`src/rtl/pong_pkg.sv`:
```
// Shared types and heading helpers for the ball kinematics stage.
package pong_pkg;
  localparam int THETA_W = 6;
  localparam int TRIG_W  = 8;

  typedef enum logic [1:0] {S_IDLE, S_SETTLE, S_STEP, S_BOUNCE} state_e;

  // Vertical wall: mirror about the Y axis (pi - theta).
  function automatic logic [THETA_W-1:0] reflect_x(input logic [THETA_W-1:0] t);
    return THETA_W'(32) - t;
  endfunction

  // Horizontal wall: mirror about the X axis (-theta).
  function automatic logic [THETA_W-1:0] reflect_y(input logic [THETA_W-1:0] t);
    return THETA_W'(0) - t;
  endfunction
endpackage

```
`src/rtl/ball_motion_if.sv`:
```
// Control, status and sin/cos lookup signals of the ball kinematics stage.
interface ball_motion_if #(parameter int POS_W = 10);
  import pong_pkg::*;
  logic                      frame_i;
  logic                      launch_i;
  logic [THETA_W-1:0]        launch_theta_i;
  logic signed [TRIG_W-1:0]  sin_i;
  logic signed [TRIG_W-1:0]  cos_i;
  logic [THETA_W-1:0]        theta_o;
  logic [POS_W-1:0]          x_o;
  logic [POS_W-1:0]          y_o;
  logic                      busy_o;
  logic                      done_o;
  logic                      hit_x_o;
  logic                      hit_y_o;

  modport master (output frame_i, launch_i, launch_theta_i, sin_i, cos_i,
                  input  theta_o, x_o, y_o, busy_o, done_o, hit_x_o, hit_y_o);
  modport slave  (input  frame_i, launch_i, launch_theta_i, sin_i, cos_i,
                  output theta_o, x_o, y_o, busy_o, done_o, hit_x_o, hit_y_o);
endinterface

```
`src/rtl/ball_axis.sv`:
```
// One-axis fixed-point position accumulator with wall clamp and out-of-range flag.
module ball_axis import pong_pkg::*; #(
  parameter int POS_W = 10,
  parameter int FRAC  = 7,
  parameter int MIN   = 0,
  parameter int MAX   = 639,
  parameter int START = 320
) (
  input  logic                     clk,
  input  logic                     rst_n,
  input  logic                     load_i,
  input  logic                     add_i,
  input  logic                     chk_i,
  input  logic signed [TRIG_W-1:0] delta_i,
  output logic [POS_W-1:0]         pos_o,
  output logic                     oor_o
);
  localparam int ACC_W = POS_W + FRAC + 1;
  localparam logic signed [ACC_W-1:0] START_ACC = ACC_W'(START) << FRAC;
  localparam logic signed [ACC_W-1:0] MIN_ACC   = ACC_W'(MIN) << FRAC;
  localparam logic signed [ACC_W-1:0] MAX_ACC   = ACC_W'(MAX) << FRAC;
  localparam logic signed [POS_W:0]   MIN_I     = (POS_W+1)'(MIN);
  localparam logic signed [POS_W:0]   MAX_I     = (POS_W+1)'(MAX);

  logic signed [ACC_W-1:0] acc_q, acc_d;
  logic signed [POS_W:0]   int_w;
  logic                    lo_w, hi_w;

  // Integer field keeps the spare sign bit so underflow reads as negative.
  assign int_w = acc_q[ACC_W-1:FRAC];
  assign lo_w  = int_w < MIN_I;
  assign hi_w  = int_w > MAX_I;
  assign oor_o = lo_w | hi_w;
  assign pos_o = acc_q[FRAC +: POS_W];

  always_comb begin
    acc_d = acc_q;
    if (load_i)     acc_d = START_ACC;
    else if (add_i) acc_d = acc_q + ACC_W'(delta_i);
    else if (chk_i) begin
      if (lo_w)      acc_d = MIN_ACC;
      else if (hi_w) acc_d = MAX_ACC;
    end
  end

  always_ff @(posedge clk or negedge rst_n)
    if (!rst_n) acc_q <= START_ACC;
    else        acc_q <= acc_d;
endmodule

```
`src/rtl/ball_motion.sv`:
```
// Ball kinematics: integrates lookup sin/cos into X/Y per frame and reflects heading on walls.
module ball_motion import pong_pkg::*; #(
  parameter int POS_W       = 10,
  parameter int FRAC        = 7,
  parameter int STEPS       = 2,
  parameter int X_MIN       = 0,
  parameter int X_MAX       = 639,
  parameter int Y_MIN       = 0,
  parameter int Y_MAX       = 479,
  parameter int X_START     = 320,
  parameter int Y_START     = 240,
  parameter int THETA_START = 5
) (
  input  logic         CLK,
  input  logic         RST_N,
  ball_motion_if.slave bus
);
  localparam int CNT_W = (STEPS > 1) ? $clog2(STEPS) : 1;

  state_e             state_q, state_d;
  logic [CNT_W-1:0]   cnt_q, cnt_d;
  logic [THETA_W-1:0] theta_q, theta_d;
  logic               done_q, done_d, hx_q, hx_d, hy_q, hy_d;
  logic               add_w, chk_w, oor_x, oor_y;

  assign add_w = (state_q == S_STEP)   && !bus.launch_i;
  assign chk_w = (state_q == S_BOUNCE) && !bus.launch_i;

  ball_axis #(.POS_W(POS_W), .FRAC(FRAC), .MIN(X_MIN), .MAX(X_MAX), .START(X_START)) u_x (
    .clk(CLK), .rst_n(RST_N), .load_i(bus.launch_i), .add_i(add_w), .chk_i(chk_w),
    .delta_i(bus.cos_i), .pos_o(bus.x_o), .oor_o(oor_x));

  ball_axis #(.POS_W(POS_W), .FRAC(FRAC), .MIN(Y_MIN), .MAX(Y_MAX), .START(Y_START)) u_y (
    .clk(CLK), .rst_n(RST_N), .load_i(bus.launch_i), .add_i(add_w), .chk_i(chk_w),
    .delta_i(bus.sin_i), .pos_o(bus.y_o), .oor_o(oor_y));

  always_comb begin
    state_d = state_q;
    cnt_d   = cnt_q;
    theta_d = theta_q;
    done_d  = 1'b0;
    hx_d    = 1'b0;
    hy_d    = 1'b0;
    if (bus.launch_i) begin
      state_d = S_IDLE;
      theta_d = bus.launch_theta_i;
    end else begin
      unique case (state_q)
        S_IDLE:   if (bus.frame_i) begin
                    state_d = S_SETTLE;
                    cnt_d   = CNT_W'(STEPS - 1);
                  end
        S_SETTLE: state_d = S_STEP;
        S_STEP:   state_d = S_BOUNCE;
        S_BOUNCE: begin
          hx_d = oor_x;
          hy_d = oor_y;
          // Corner hit reverses the heading outright.
          if (oor_x && oor_y) theta_d = theta_q + THETA_W'(32);
          else if (oor_x)     theta_d = reflect_x(theta_q);
          else if (oor_y)     theta_d = reflect_y(theta_q);
          if (cnt_q == '0) begin
            state_d = S_IDLE;
            done_d  = 1'b1;
          end else begin
            state_d = S_SETTLE;
            cnt_d   = cnt_q - 1'b1;
          end
        end
        default:  state_d = S_IDLE;
      endcase
    end
  end

  always_ff @(posedge CLK or negedge RST_N)
    if (!RST_N) begin
      state_q <= S_IDLE;
      cnt_q   <= '0;
      theta_q <= THETA_W'(THETA_START);
      done_q  <= 1'b0;
      hx_q    <= 1'b0;
      hy_q    <= 1'b0;
    end else begin
      state_q <= state_d;
      cnt_q   <= cnt_d;
      theta_q <= theta_d;
      done_q  <= done_d;
      hx_q    <= hx_d;
      hy_q    <= hy_d;
    end

  assign bus.theta_o = theta_q;
  assign bus.busy_o  = (state_q != S_IDLE);
  assign bus.done_o  = done_q;
  assign bus.hit_x_o = hx_q;
  assign bus.hit_y_o = hy_q;
endmodule

```
`src/flat_wrapper.sv`:
```
// flat-port wrapper written by rule: the top's interface ports become plain ports
module ball_motion_flat import pong_pkg::*;
#(
  parameter int POS_W       = 10,
  parameter int FRAC        = 7,
  parameter int STEPS       = 2,
  parameter int X_MIN       = 0,
  parameter int X_MAX       = 639,
  parameter int Y_MIN       = 0,
  parameter int Y_MAX       = 479,
  parameter int X_START     = 320,
  parameter int Y_START     = 240,
  parameter int THETA_START = 5
)
  (CLK, RST_N, bus_frame_i, bus_launch_i, bus_launch_theta_i, bus_sin_i, bus_cos_i, bus_theta_o, bus_x_o, bus_y_o, bus_busy_o, bus_done_o, bus_hit_x_o, bus_hit_y_o);
  ball_motion_if #(.POS_W(POS_W)) bus_i ();
  input  logic CLK;
  input  logic RST_N;
  input wire logic [$bits(bus_i.frame_i)-1:0] bus_frame_i;
  input wire logic [$bits(bus_i.launch_i)-1:0] bus_launch_i;
  input wire logic [$bits(bus_i.launch_theta_i)-1:0] bus_launch_theta_i;
  input wire logic [$bits(bus_i.sin_i)-1:0] bus_sin_i;
  input wire logic [$bits(bus_i.cos_i)-1:0] bus_cos_i;
  output wire logic [$bits(bus_i.theta_o)-1:0] bus_theta_o;
  output wire logic [$bits(bus_i.x_o)-1:0] bus_x_o;
  output wire logic [$bits(bus_i.y_o)-1:0] bus_y_o;
  output wire logic [$bits(bus_i.busy_o)-1:0] bus_busy_o;
  output wire logic [$bits(bus_i.done_o)-1:0] bus_done_o;
  output wire logic [$bits(bus_i.hit_x_o)-1:0] bus_hit_x_o;
  output wire logic [$bits(bus_i.hit_y_o)-1:0] bus_hit_y_o;
  assign bus_i.frame_i = bus_frame_i;
  assign bus_i.launch_i = bus_launch_i;
  assign bus_i.launch_theta_i = bus_launch_theta_i;
  assign bus_i.sin_i = bus_sin_i;
  assign bus_i.cos_i = bus_cos_i;
  assign bus_theta_o = bus_i.theta_o;
  assign bus_x_o = bus_i.x_o;
  assign bus_y_o = bus_i.y_o;
  assign bus_busy_o = bus_i.busy_o;
  assign bus_done_o = bus_i.done_o;
  assign bus_hit_x_o = bus_i.hit_x_o;
  assign bus_hit_y_o = bus_i.hit_y_o;
  ball_motion #(.POS_W(POS_W), .FRAC(FRAC), .STEPS(STEPS), .X_MIN(X_MIN), .X_MAX(X_MAX), .Y_MIN(Y_MIN), .Y_MAX(Y_MAX), .X_START(X_START), .Y_START(Y_START), .THETA_START(THETA_START)) u_core (.CLK(CLK), .RST_N(RST_N), .bus(bus_i));
endmodule
```
`config.mk`:
```
export PLATFORM = sky130hd
export DESIGN_NAME = ball_motion_flat
export DESIGN_NICKNAME = d
export VERILOG_FILES = /design/src/rtl/pong_pkg.sv /design/src/rtl/ball_motion_if.sv /design/src/rtl/ball_axis.sv /design/src/rtl/ball_motion.sv /design/src/flat_wrapper.sv
export SDC_FILE = /design/constraint.sdc
export NUM_CORES = 1
export LEC_CHECK = 0
export BUFFER_PORTS_ARGS = -buffer_cell sky130_fd_sc_hd__buf_2
export CORE_ASPECT_RATIO = 0.7
export CORE_MARGIN = 5
export CORE_UTILIZATION = 40
export CTS_BUF_LIST = sky130_fd_sc_hd__clkbuf_16
export DETAILED_ROUTE_END_ITERATION = 12
export SLEW_MARGIN = 20
export SYNTH_ARGS = -nofsm -noshare
export SYNTH_HDL_FRONTEND = slang
export SYNTH_SLANG_ARGS = --single-unit
```
`constraint.sdc`:
```
create_clock -name CLK -period 3.7 [get_ports CLK]
set_clock_uncertainty 0.1 [all_clocks]
set_input_delay 1.11 -clock CLK [delete_from_list [all_inputs] [get_ports CLK]]
set_output_delay 1.11 -clock CLK [all_outputs]
set_load 0.03 [all_outputs]
```
## After elaboration in Yosys (flattened, before gate mapping)

Index checks and enable logic that the tools add are counted.

| word-level totals | value |
|---|---|
| bits in registers | 48 |
| latch bits | 0 |
| bits in writable memories | 0 |
| memory bits (read-only) | 0 |
| output and inout port bits | 30 |
| logic and storage cells | 71 |
| memories | 0 |

| cells by class | value |
|---|---|
| $add $sub $neg | 6 |
| multipliers | 0 |
| div/mod/pow operators | 0 |
| order comparisons | 4 |
| equal/unequal tests | 5 |
| shift-type cells | 0 |
| muxes and demuxes | 29 |
| bitwise logic cells | 3 |
| reductions and logical operators | 16 |

Operator list:

| cell | count |
|---|---|
| 18-bit 2-to-1 mux | 10 |
| 18-bit by 8-bit adder with 18-bit output | 2 |
| 6-bit 2-to-1 mux | 5 |
| 11-bit by 1-bit less-than comparator with 1-bit output, second input constant | 2 |
| 4-bit nonzero test | 3 |
| 11-bit by 10-bit greater-than comparator with 1-bit output, second input constant | 1 |
| 11-bit greater-than comparator, second input constant | 1 |
| 1-bit 2-to-1 mux | 10 |
| 2-bit case mux with 4 select lines | 1 |
| 6-bit adder, second input constant | 1 |
| 2-bit AND reduction | 3 |
| 2-bit nonzero test | 3 |
| 1-bit by 6-bit subtractor with 6-bit output, first input constant | 1 |
| 6-bit subtractor, first input constant | 1 |
| 2-bit == test, second input constant | 2 |
| 2-bit 2-to-1 mux | 2 |
| 1-bit logical AND | 3 |
| 3-bit inequality test, second input constant | 1 |
| 3-bit AND reduction | 1 |
| 3-bit nonzero test | 1 |
| 2-bit by 1-bit == test with 1-bit output, second input constant | 1 |
| 2-bit zero test | 1 |
| 2-bit inequality test, second input constant | 1 |
| 1-bit bitwise OR | 2 |
| other kinds (4) | 4 |

## Longest topological paths before layout

Gate-level depths: netlist of run 1.

| depth | value |
|---|---|
| depth in word-level cells | 7 |
| depth in mapped cells | 10 |

## Cells and area by module

Synthesis of run 1 repeated with hierarchy kept, for this count alone.

| unflattened totals | value |
|---|---|
| cell total of the unflattened synthesis | 452 |
| area total of the unflattened synthesis | 4,130.2 sq um |

Modules (own cells, without submodules):

| module | instances | cells each | area each (sq um) | sequential area each (sq um) |
|---|---|---|---|---|
| ball_axis (u_core.u_y) | 1 | 206 | 1,791.7 | 455.4 |
| ball_axis (u_core.u_x) | 1 | 177 | 1,646.6 | 452.9 |
| ball_motion | 1 | 69 | 691.9 | 302.8 |

## Worst setup path before layout of run 1

OpenSTA, ideal clock, no wires.

| path | value |
|---|---|
| path kind | input to register |
| from | input bus_sin_i[0] |
| to | register u_core.u_y.acc_q[16] |
| arrival time | 3,199 ps |
| setup slack | 268 ps |
| stages | 10 |
| buffers on the path | 0 |
| path through | ha_1 -> fa_1 -> a211oi_2 -> o21bai_1 -> a21oi_2 -> o211ai_2 -> a221o_2 -> o31ai_4 -> xor2_1 -> o21ai_0 |

| on the way | value |
|---|---|
| cells in the longest elaborated chain, start to end | 3 |

Ends and longest elaborated chain:

| what | RTL line | text |
|---|---|---|
| start, declared | flat_wrapper.sv:22 | `input wire logic [$bits(bus_i.sin_i)-1:0] bus_sin_i;` |
| 18-bit by 8-bit adder with 18-bit output | ball_axis.sv:39 | `else if (add_i) acc_d = acc_q + ACC_W'(delta_i);` |
| 18-bit 2-to-1 mux | ball_axis.sv:39 |  |
| 18-bit 2-to-1 mux | ball_axis.sv:38 | `if (load_i) acc_d = START_ACC;` |
| end signal, assigned | ball_axis.sv:47 | `if (!rst_n) acc_q <= START_ACC;` |
| end signal, assigned | ball_axis.sv:48 | `else acc_q <= acc_d;` |
| end, declared | ball_axis.sv:25 | `logic signed [ACC_W-1:0] acc_q, acc_d;` |

Every way passes these cells.
A chain may end at the register's enable or synchronous reset.

## Final worst setup path of run 1

| path | value |
|---|---|
| from | input bus_sin_i[3] |
| to | register u_core.u_y.acc_q[11] |

The elaborated chain is that of the path after synthesis.

==> run metrics, run 1 <==
CTS tree yes; Power Total 3.06 mW; n_diodes 0; global placer's final weighted congestion 0.870; crit path DAT 3.43 ns; Clock Path Buffers 2; Seq/Total Area, Yosys 0.315; Hold Fails Final Rpt 0; grt met1 use 0.239; top_reg_cell synth dfrtp_1; Worst Hold Class flip-flop to flip-flop; DR vias/cell 5.43; num rows 29; min cycle time layout 3.31 ns; met2 Use GR 0.246; initial antenna violation count 0; Mapped Nets 508; pwr dens 705 nW/um^2; area of placed instances 4170 um^2; share of cells above drive strength 1 0.202; Starting Density 0.417; EDFF count, synth 0; Root Driver clkbuf_16; Wirelength per Cell 15.5 um; post-DP HPWL 6950 um; pin count of the biggest net entering global routing 45; multi-input logic area 2380 um^2; H-tree levels 2; first-iteration detailed-routing DRC count 196; vias in the first global route 3229; relative slew slack 0.503; run status finished clean; final WL 9460 um; WHS 0.360 ns; setup TNS 0 ns; crit path launch type primary input; Setup crit start bus_sin_i[3]; P&R area growth vs syn 12.7%; die height 92.0 um; asr flop ratio synth 1.00; DRT Pass-1 Iters 4; DRC Markers 0; post-synthesis register bit count 48; final setup fails 0; fillers 946; start-to-end type of the worst setup path primary input to flip-flop; post-cts resize count 0; Tcrit/Tclk final 0.896; TritonCTS Buffers 5; maximum vdd ir drop 334 uV; # clock sinks 48; Final Instance Area 4330 um^2; critical path required time 3.81 ns; DP Worst Slack 0.0785 ns; Ys Warns 0; Worst Setup End Kind flip-flop; post-CTS setup buffer count 0; min-delay src u_core.cnt_q; Core ar. 9220 um^2; reg2reg start u_core.u_y.acc_q[0]; actual slew at the worst max-slew pin 0.737 ns; Syn Area/Cell 8.70 um^2; worst-path maximum fanout 5; gr usage total 0.164; via count 3308; Post-CTS Hold Buffers 0; max cap viols 0; Post-Syn Instances 442; global-route wire length before repair 15700 um; post-layout net count 550; gr busiest metal met2; Post-Syn Area 3840 um^2; Top Ports 56; PortBufs 55; GR Layer Usage met3 0.0366; library cells used by synthesis 56; Pleak 2.07 nW; Pins Over Slew Limit 0; worst-skew pair later-pin latency 0.30 ns; register area 1210 um^2; Worst-path clk slew 0.06 ns; fmax 0.302 GHz; global route overflow 0; Detail Route Antenna Nets 0; RSZ-0062 raised after global routing false; setup ws final 0.386 ns; Die X-Extent 127 um; Die ar. 11700 um^2
[per-layer routing]
| layer | wire length [um] | share of wire | vias to the layer above |
|---|---|---|---|
| li1 | - | - | 1672 |
| met1 | 4860 | 0.51 | 1550 |
| met2 | 3920 | 0.41 | 79 |
| met3 | 592 | 0.063 | 7 |
| met4 | 95 | 0.010 | 0 |
| met5 | 0 | 0 | - |
[worst max-delay path: stages]
cell     delay (ns)
buf_2          0.11
ha_1           0.36
a21o_1         0.21
a21oi_1        0.23
nor4b_4        0.32
nor3b_2        0.10
o31a_1         0.26
nor2_1         0.25
nor4b_1        0.09
or3_1          0.39
[cell usage in the layout (no fill, tap or decap), types with 5 or more instances in the layout]
master / count
clkbuf_16: 5
a22o_1: 5
nor2_1: 30
nand3_1: 6
dfrtp_1: 40
a31oi_1: 5
dfstp_2: 8
buf_4: 11
ha_1: 38
nor3_1: 13
a211oi_1: 9
a21o_1: 9
xnor2_1: 18
a21oi_1: 36
o21ai_0: 51
xor2_1: 8
nand2_1: 45
o21bai_1: 9
inv_1: 18
buf_2: 54
[state kept, by name, summed over array words and instances (netlist names)]
register / cells
u_core.bus.done_o: 1
u_core.u_y.acc_q: 18
u_core.u_x.acc_q: 18
u_core.bus.hit_x_o: 1
u_core.bus.theta_o: 6
u_core.cnt_q: 1
u_core.state_q: 2
u_core.bus.hit_y_o: 1
[through the flow]
stage	utilization	cells
6_report	0.470	609
4_1_cts	0.470	609
3_3_place_gp	0.452	601
3_5_place_dp	0.452	601
2_1_floorplan	-	442
5_1_grt	0.470	609
[cells by family after synthesis]
family / Yosys count / share of synthesized area
AOI/OAI and AO/OA: 156 / 0.263
xor gates and xnor gates: 26 / 0.0592
adders and majority gates: 40 / 0.134
buffers and inverters: 48 / 0.0664
DFF: 48 / 0.315
muxes: 3 / 0.00814
and+or+nand+nor: 121 / 0.154
[layout make-up]
cell class,count,share of cell area
clock inverters,3,0.00867
well taps,124,0.0358
multi-input cells,346,0.550
flip-flops and latches,48,0.280
clock buffers,5,0.0289
repair buffers,65,0.0815
inverters,18,0.0156
[cells in the mapped netlist, types with 3 or more instances]
cell type,n,share of area
ha_1,38,0.12
buf_4,20,0.039
nand2b_1,4,0.0065
xnor2_1,18,0.041
a21o_1,9,0.018
a22o_1,5,0.011
nand3b_1,4,0.0078
dfrtp_1,40,0.26
o21bai_1,9,0.018
o21a_1,4,0.0078
a21oi_1,36,0.047
a31oi_1,5,0.0081
dfstp_2,8,0.055
nor2_1,30,0.029
nor3b_1,4,0.0078
o22ai_1,4,0.0065
xor2_1,8,0.018
nor3_1,13,0.017
a211oi_1,10,0.020
a21o_2,3,0.0068
inv_1,18,0.018
clkbuf_1,10,0.0098
nand3_1,6,0.0078
o21ai_0,51,0.066
nand2_1,45,0.044
[where the power goes]
part / total, mW / internal (mW) / leakage, nW / switching, mW
logic: 1.70 / 0.662 / 1.37 / 1.04
clock network: 0.520 / 0.315 / 0.0789 / 0.205
registers: 0.837 / 0.691 / 0.621 / 0.146
[worst paths after layout]
path / end / slack (ns) / depth (start not counted)
max in group asynchronous: u_core.u_y.acc_q[14] / 2.20 / 2
min in group asynchronous: u_core.bus.theta_o[5] / 0.72 / 1
min: u_core.bus.done_o / 0.36 / 1
min reg2reg: u_core.bus.done_o / 0.36 / 1
max reg2reg: u_core.u_y.acc_q[16] / 0.94 / 10
max: u_core.u_y.acc_q[11] / 0.39 / 10
No activity file was read; power rests on OpenSTA's default activity.
==> run 2: changes to the inputs <==
PLACE_DENSITY = 0.59   (was unset)
RECOVER_POWER = 25   (was unset)
SLEW_MARGIN = 30   (was 20)
==> run 2 against run 1 <==
Against the previous run: maximum frequency is 0.20% higher; sequential cell count stayed put; design area down 0.14%; register-to-register slack barely moved; routed wire length fell by 0.31%; critical path depth up 1; utilization is 0.068 points lower; sequential power about the same; via count is 0.15% lower; first-iteration DRC count is 3.6% higher; total power grew 0.53%; non-clock buffer count decreased by 1; largest power group unchanged.
==> run metrics, run 2 (same netlist as run 1, synthesis figures left out) <==
run status finished clean; initial antenna violation count 0; Worst Setup End Kind flip-flop; gr usage total 0.166; Die ar. 11700 um^2; Wirelength per Cell 15.5 um; final setup fails 0; multi-input logic area 2380 um^2; WL met3 434 um; reg2reg end u_core.u_y.acc_q[16]; post-layout net count 549; P&R area growth vs syn 12.5%; fillers 949; Worst Hold Class flip-flop to flip-flop; Detail Route Antenna Nets 0; most common cell after layout, fill and taps aside buf_2; most frequent cells in the layout buf_2 (53), o21ai_0 (51), nand2_1 (45); Post-CTS Hold Buffers 0; hold worst-path end u_core.u_y.acc_q[6]; Tcrit/Tclk final 0.894; met2 wire len 3770 um; RSZ-0062 raised after global routing false; DRT Pass-1 Iters 4; Setup crit start bus_sin_i[0]; Power Total 3.07 mW; R2R setup slack 0.94 ns; n_diodes 0; worst-path maximum fanout 3; Top Ports 56; global placer's final weighted congestion 0.863; worst-skew pair later-pin latency 0.30 ns; via count 3303; crit path launch type primary input; TritonCTS Buffers 5; start-to-end type of the worst setup path primary input to flip-flop; num rows 29; die height 92.0 um; maximum vdd ir drop 374 uV; DR vias/cell 5.43; relative slew slack 0.252; area of placed instances 4160 um^2; H-tree levels 2; Worst-path clk slew 0.06 ns; global route overflow 0; Die X-Extent 127 um; actual slew at the worst max-slew pin 1.12 ns; Met1 Wirelength 5130 um; CTS tree yes; crit path DAT 3.37 ns; WHS 0.388 ns; PortBufs 55; global-route wire length before repair 16100 um; Hold Fails Final Rpt 0; post-cts resize count 0; max cap viols 0; share of cells above drive strength 1 0.200; critical path required time 3.76 ns; vias in the first global route 3237; # clock sinks 48; setup ws final 0.392 ns; Root Driver clkbuf_16; register area 1210 um^2; min-delay src u_core.u_y.acc_q[6]; Starting Density 0.417; Clock Path Buffers 2; DP Worst Slack 0.0762 ns; Pins Over Slew Limit 0; min cycle time layout 3.31 ns; reg2reg start u_core.u_y.acc_q[0]; setup TNS 0 ns; Hold Path Cell Cnt 2; pwr dens 710 nW/um^2; first-iteration detailed-routing DRC count 203; final WL 9430 um; top layer in use met4; Core ar. 9220 um^2; fmax 0.302 GHz; post-CTS setup buffer count 0; pin count of the biggest net entering global routing 31; Pleak 2.06 nW; DRC Markers 0; cell depth of the worst flop-to-flop path 10; post-DP HPWL 6990 um; Final Instance Area 4330 um^2
-- run 2: metal layers --
layer,global-route usage,up-vias
met5,0,-
met3,0.0372,12
li1,-,1664
met1,0.253,1564
met4,0.0339,0
met2,0.239,63
-- run 2: area by class of cell --
cell class,count,area share
tap,124,0.0359
sequential,48,0.280
inverter,18,0.0156
clock inverter,3,0.0107
multi-input combinational,346,0.551
clock buffer,5,0.0289
timing repair buffer,64,0.0781
-- run 2: worst max-delay path by stage --
stage	slack (ns)	to	cells after the start
floorplan	0.27	u_core.u_y.acc_q[16]	10
global placement	0.12	u_core.u_y.acc_q[16]	11
detailed placement	0.08	u_core.u_y.acc_q[16]	11
CTS	0.38	u_core.u_y.acc_q[16]	11
global route	0.21	u_core.u_x.acc_q[17]	10
finish	0.39	u_core.u_y.acc_q[16]	11
-- run 2: critical path, stage by stage --
cell and delay, ns:
buf_2 0.10, ha_1 0.22, fa_1 0.44, a211oi_2 0.26, o21bai_1 0.11, a21oi_2 0.19, o211ai_2 0.12, a221o_2 0.42
o31ai_4 0.18, xor2_1 0.15, o21ai_0 0.08
-- run 2: where the power goes --
part           switching (mW)  internal, mW  leakage [nW]
sequential              0.145         0.691         0.621
combinational            1.04         0.661          1.36
clock                   0.214         0.322        0.0804
total                    1.40          1.67          2.06
-- run 2: per-stage QoR --
step,util,std cells
floorplan,-,442
global placement,0.451,600
detailed placement,0.451,600
CTS,0.470,608
global route,0.469,608
finish,0.469,608
==> run 3: changes to the inputs <==
SYNTH_HIERARCHICAL = 1   (was unset)
==> run 3 against run 2 <==
Against the previous run: critical path type unchanged; count of clock-buffer cells in the layout did not move; synthesized cell count rose by 2.3%; largest cell class unchanged; setup slack improved by 0.22 ns; routed wire length rose by 11%; total power fell by 28%; first-iteration DRC count rose by 11%; critical path depth fell by 2; sequential share of layout area fell by 1.5 points; non-clock buffer count fell by 2; worst hold slack got worse by 0.022 ns.
==> run metrics, run 3 <==
num rows 31; die height 95.0 um; pin count of the biggest net entering global routing 49; Worst Hold Class flip-flop to flip-flop; most frequent cells in the layout buf_2 (55), dfrtp_1 (40), ha_1 (39); Pleak 2.20 nW; DRT Pass-1 Iters 6; most common cell after layout, fill and taps aside buf_2; worst-skew pair later-pin latency 0.29 ns; cell with the most instances after synthesis dfrtp_1; Starting Density 0.405; Die X-Extent 131 um; Hold Fails Final Rpt 0; n_diodes 0; Top Ports 56; EDFF count, synth 0; Post-Syn Area 4130 um^2; max cap viols 0; Area contributors post-synth dfrtp_1 (24%), ha_1 (12%), dfstp_2 (5.1%); CTS tree yes; TritonCTS Buffers 5; RSZ-0062 raised after global routing false; first-iteration detailed-routing DRC count 226; via count 3566; start-to-end type of the worst setup path primary input to flip-flop; final WL 10400 um; global placer's final weighted congestion 0.892; Pins Over Slew Limit 0; Worst-path clk slew 0.07 ns; final setup fails 0; leading area contributor after synthesis dfrtp_1; Yosys top cell area share 0.242; Worst Setup End Kind flip-flop; post-cts resize count 0; setup TNS 0 ns; global-route wire length before repair 17400 um; initial antenna violation count 0; Post-CTS Hold Buffers 0; top_reg_cell synth dfrtp_1; DR vias/cell 5.73; Ys Warns 6; crit path launch type primary input; relative slew slack 0.151; pwr dens 482 nW/um^2; Wirelength per Cell 16.8 um; Die ar. 12500 um^2; post-layout net count 556; # clock sinks 48; H-tree levels 2; vias in the first global route 3503; run status finished clean; dpl cells 614; worst-path maximum fanout 11; Syn Area/Cell 9.14 um^2; Clock Path Buffers 2; Tcrit/Tclk final 0.833; actual slew at the worst max-slew pin 1.27 ns; min cycle time layout 3.08 ns; Root Driver clkbuf_16; Seq/Total Area, Yosys 0.293; Core ar. 10200 um^2; P&R area growth vs syn 10.5%; fmax 0.324 GHz; post-CTS setup buffer count 0; commonest cells in the netlist dfrtp_1 (40), ha_1 (39), nand2_1 (34); post-synthesis register bit count 48; post-DP HPWL 7710 um; Detail Route Antenna Nets 0; share of cells above drive strength 1 0.220; asr flop ratio synth 1.00; PortBufs 55; Mapped Nets 519; maximum vdd ir drop 311 uV; global route overflow 0; Non-Filler Instances 622; gr usage total 0.167; crit path DAT 3.15 ns; Post-Syn Instances 452; DRC Markers 0; critical path required time 3.77 ns; library cells used by synthesis 77; utilization after layout 0.447
==> run 3: cell count changes after synthesis, moves of 5 or more <==
cell / before / now
a22o_1: 5 / 13
nor3_1: 13 / 8
o21ai_0: 51 / 15
nor2b_1: 1 / 12
and3_1: 1 / 6
nand2_1: 45 / 34
o21bai_1: 9 / 2
a21o_1: 9 / 14
a221o_1: 2 / 9
xor2_1: 8 / 13
==> run 3: layer usage <==
metal  GRT usage  vias up  wire [um]
li1            -     1737          -
met1       0.248     1715       5300
met2       0.247      106       4370
met3      0.0390        8        685
met4      0.0360        0         69
met5           0        -          0
==> run 3: cell families after synthesis <==
family                     Yosys count  share of synthesized area
adders and majority gates           41                      0.128
xor gates and xnor gates            27                     0.0573
muxes                                4                     0.0100
AOI/OAI and AO/OA                  143                      0.269
buffers and inverters               54                     0.0688
DFF                                 48                      0.293
and+or+nand+nor                    135                      0.174
==> run 3: cell type report <==
| class | instances | area (um^2) |
|---|---|---|
| fillers | 1016 | 5640 |
| multi-input cells | 350 | 2640 |
| flip-flops and latches | 48 | 1210 |
| repair buffers | 62 | 325 |
| well taps | 132 | 165 |
| clock buffers | 5 | 125 |
| inverters | 22 | 82.6 |
| clock inverters | 3 | 11.3 |
==> run 3: where the power goes <==
part	switching [mW]	total [mW]	internal, mW
combinational	0.644	1.04	0.400
sequential	0.0865	0.705	0.618
clock	0.207	0.452	0.244
total	0.938	2.20	1.26
==> run 3: worst max-delay path: stages <==
cell and delay, ns:
buf_2 0.18, ha_1 0.40, a21o_1 0.18, a21oi_1 0.15
and2b_2 0.23, a31oi_1 0.20, and4_4 0.27, nor4b_1 0.05
or3b_1 0.36
==> run 3: final timing paths <==
| check | startpoint | end | slack, ns | depth (start not counted) |
|---|---|---|---|---|
| setup / recovery | bus_cos_i[7] | u_core/u_x/acc_q[17] | 0.62 | 9 |
| hold / removal | u_core/cnt_q | u_core/bus.done_o | 0.37 | 1 |
| setup reg to reg | u_core/u_x/acc_q[0] | u_core/u_x/acc_q[14] | 1.15 | 11 |
| hold reg to reg | u_core/cnt_q | u_core/bus.done_o | 0.37 | 1 |
| max in group asynchronous | RST_N | u_core/u_y/acc_q[1] | 1.66 | 2 |
| min in group asynchronous | RST_N | u_core/bus.theta_o[1] | 1.07 | 2 |
==> run 3: through the flow <==
| stage | setup slack (ns) | hold WS (ns) | instance area [um^2] | power, mW |
|---|---|---|---|---|
| after floorplan | 0.592 | 0.318 | 4130 | 1.53 |
| after global placement | 0.400 | 0.352 | 4420 | 1.72 |
| after detailed placement | 0.311 | 0.348 | 4420 | 1.75 |
| after CTS | 0.626 | 0.364 | 4560 | 2.21 |
| after global routing | 0.463 | 0.382 | 4560 | 2.35 |
| final | 0.617 | 0.366 | 4560 | 2.20 |
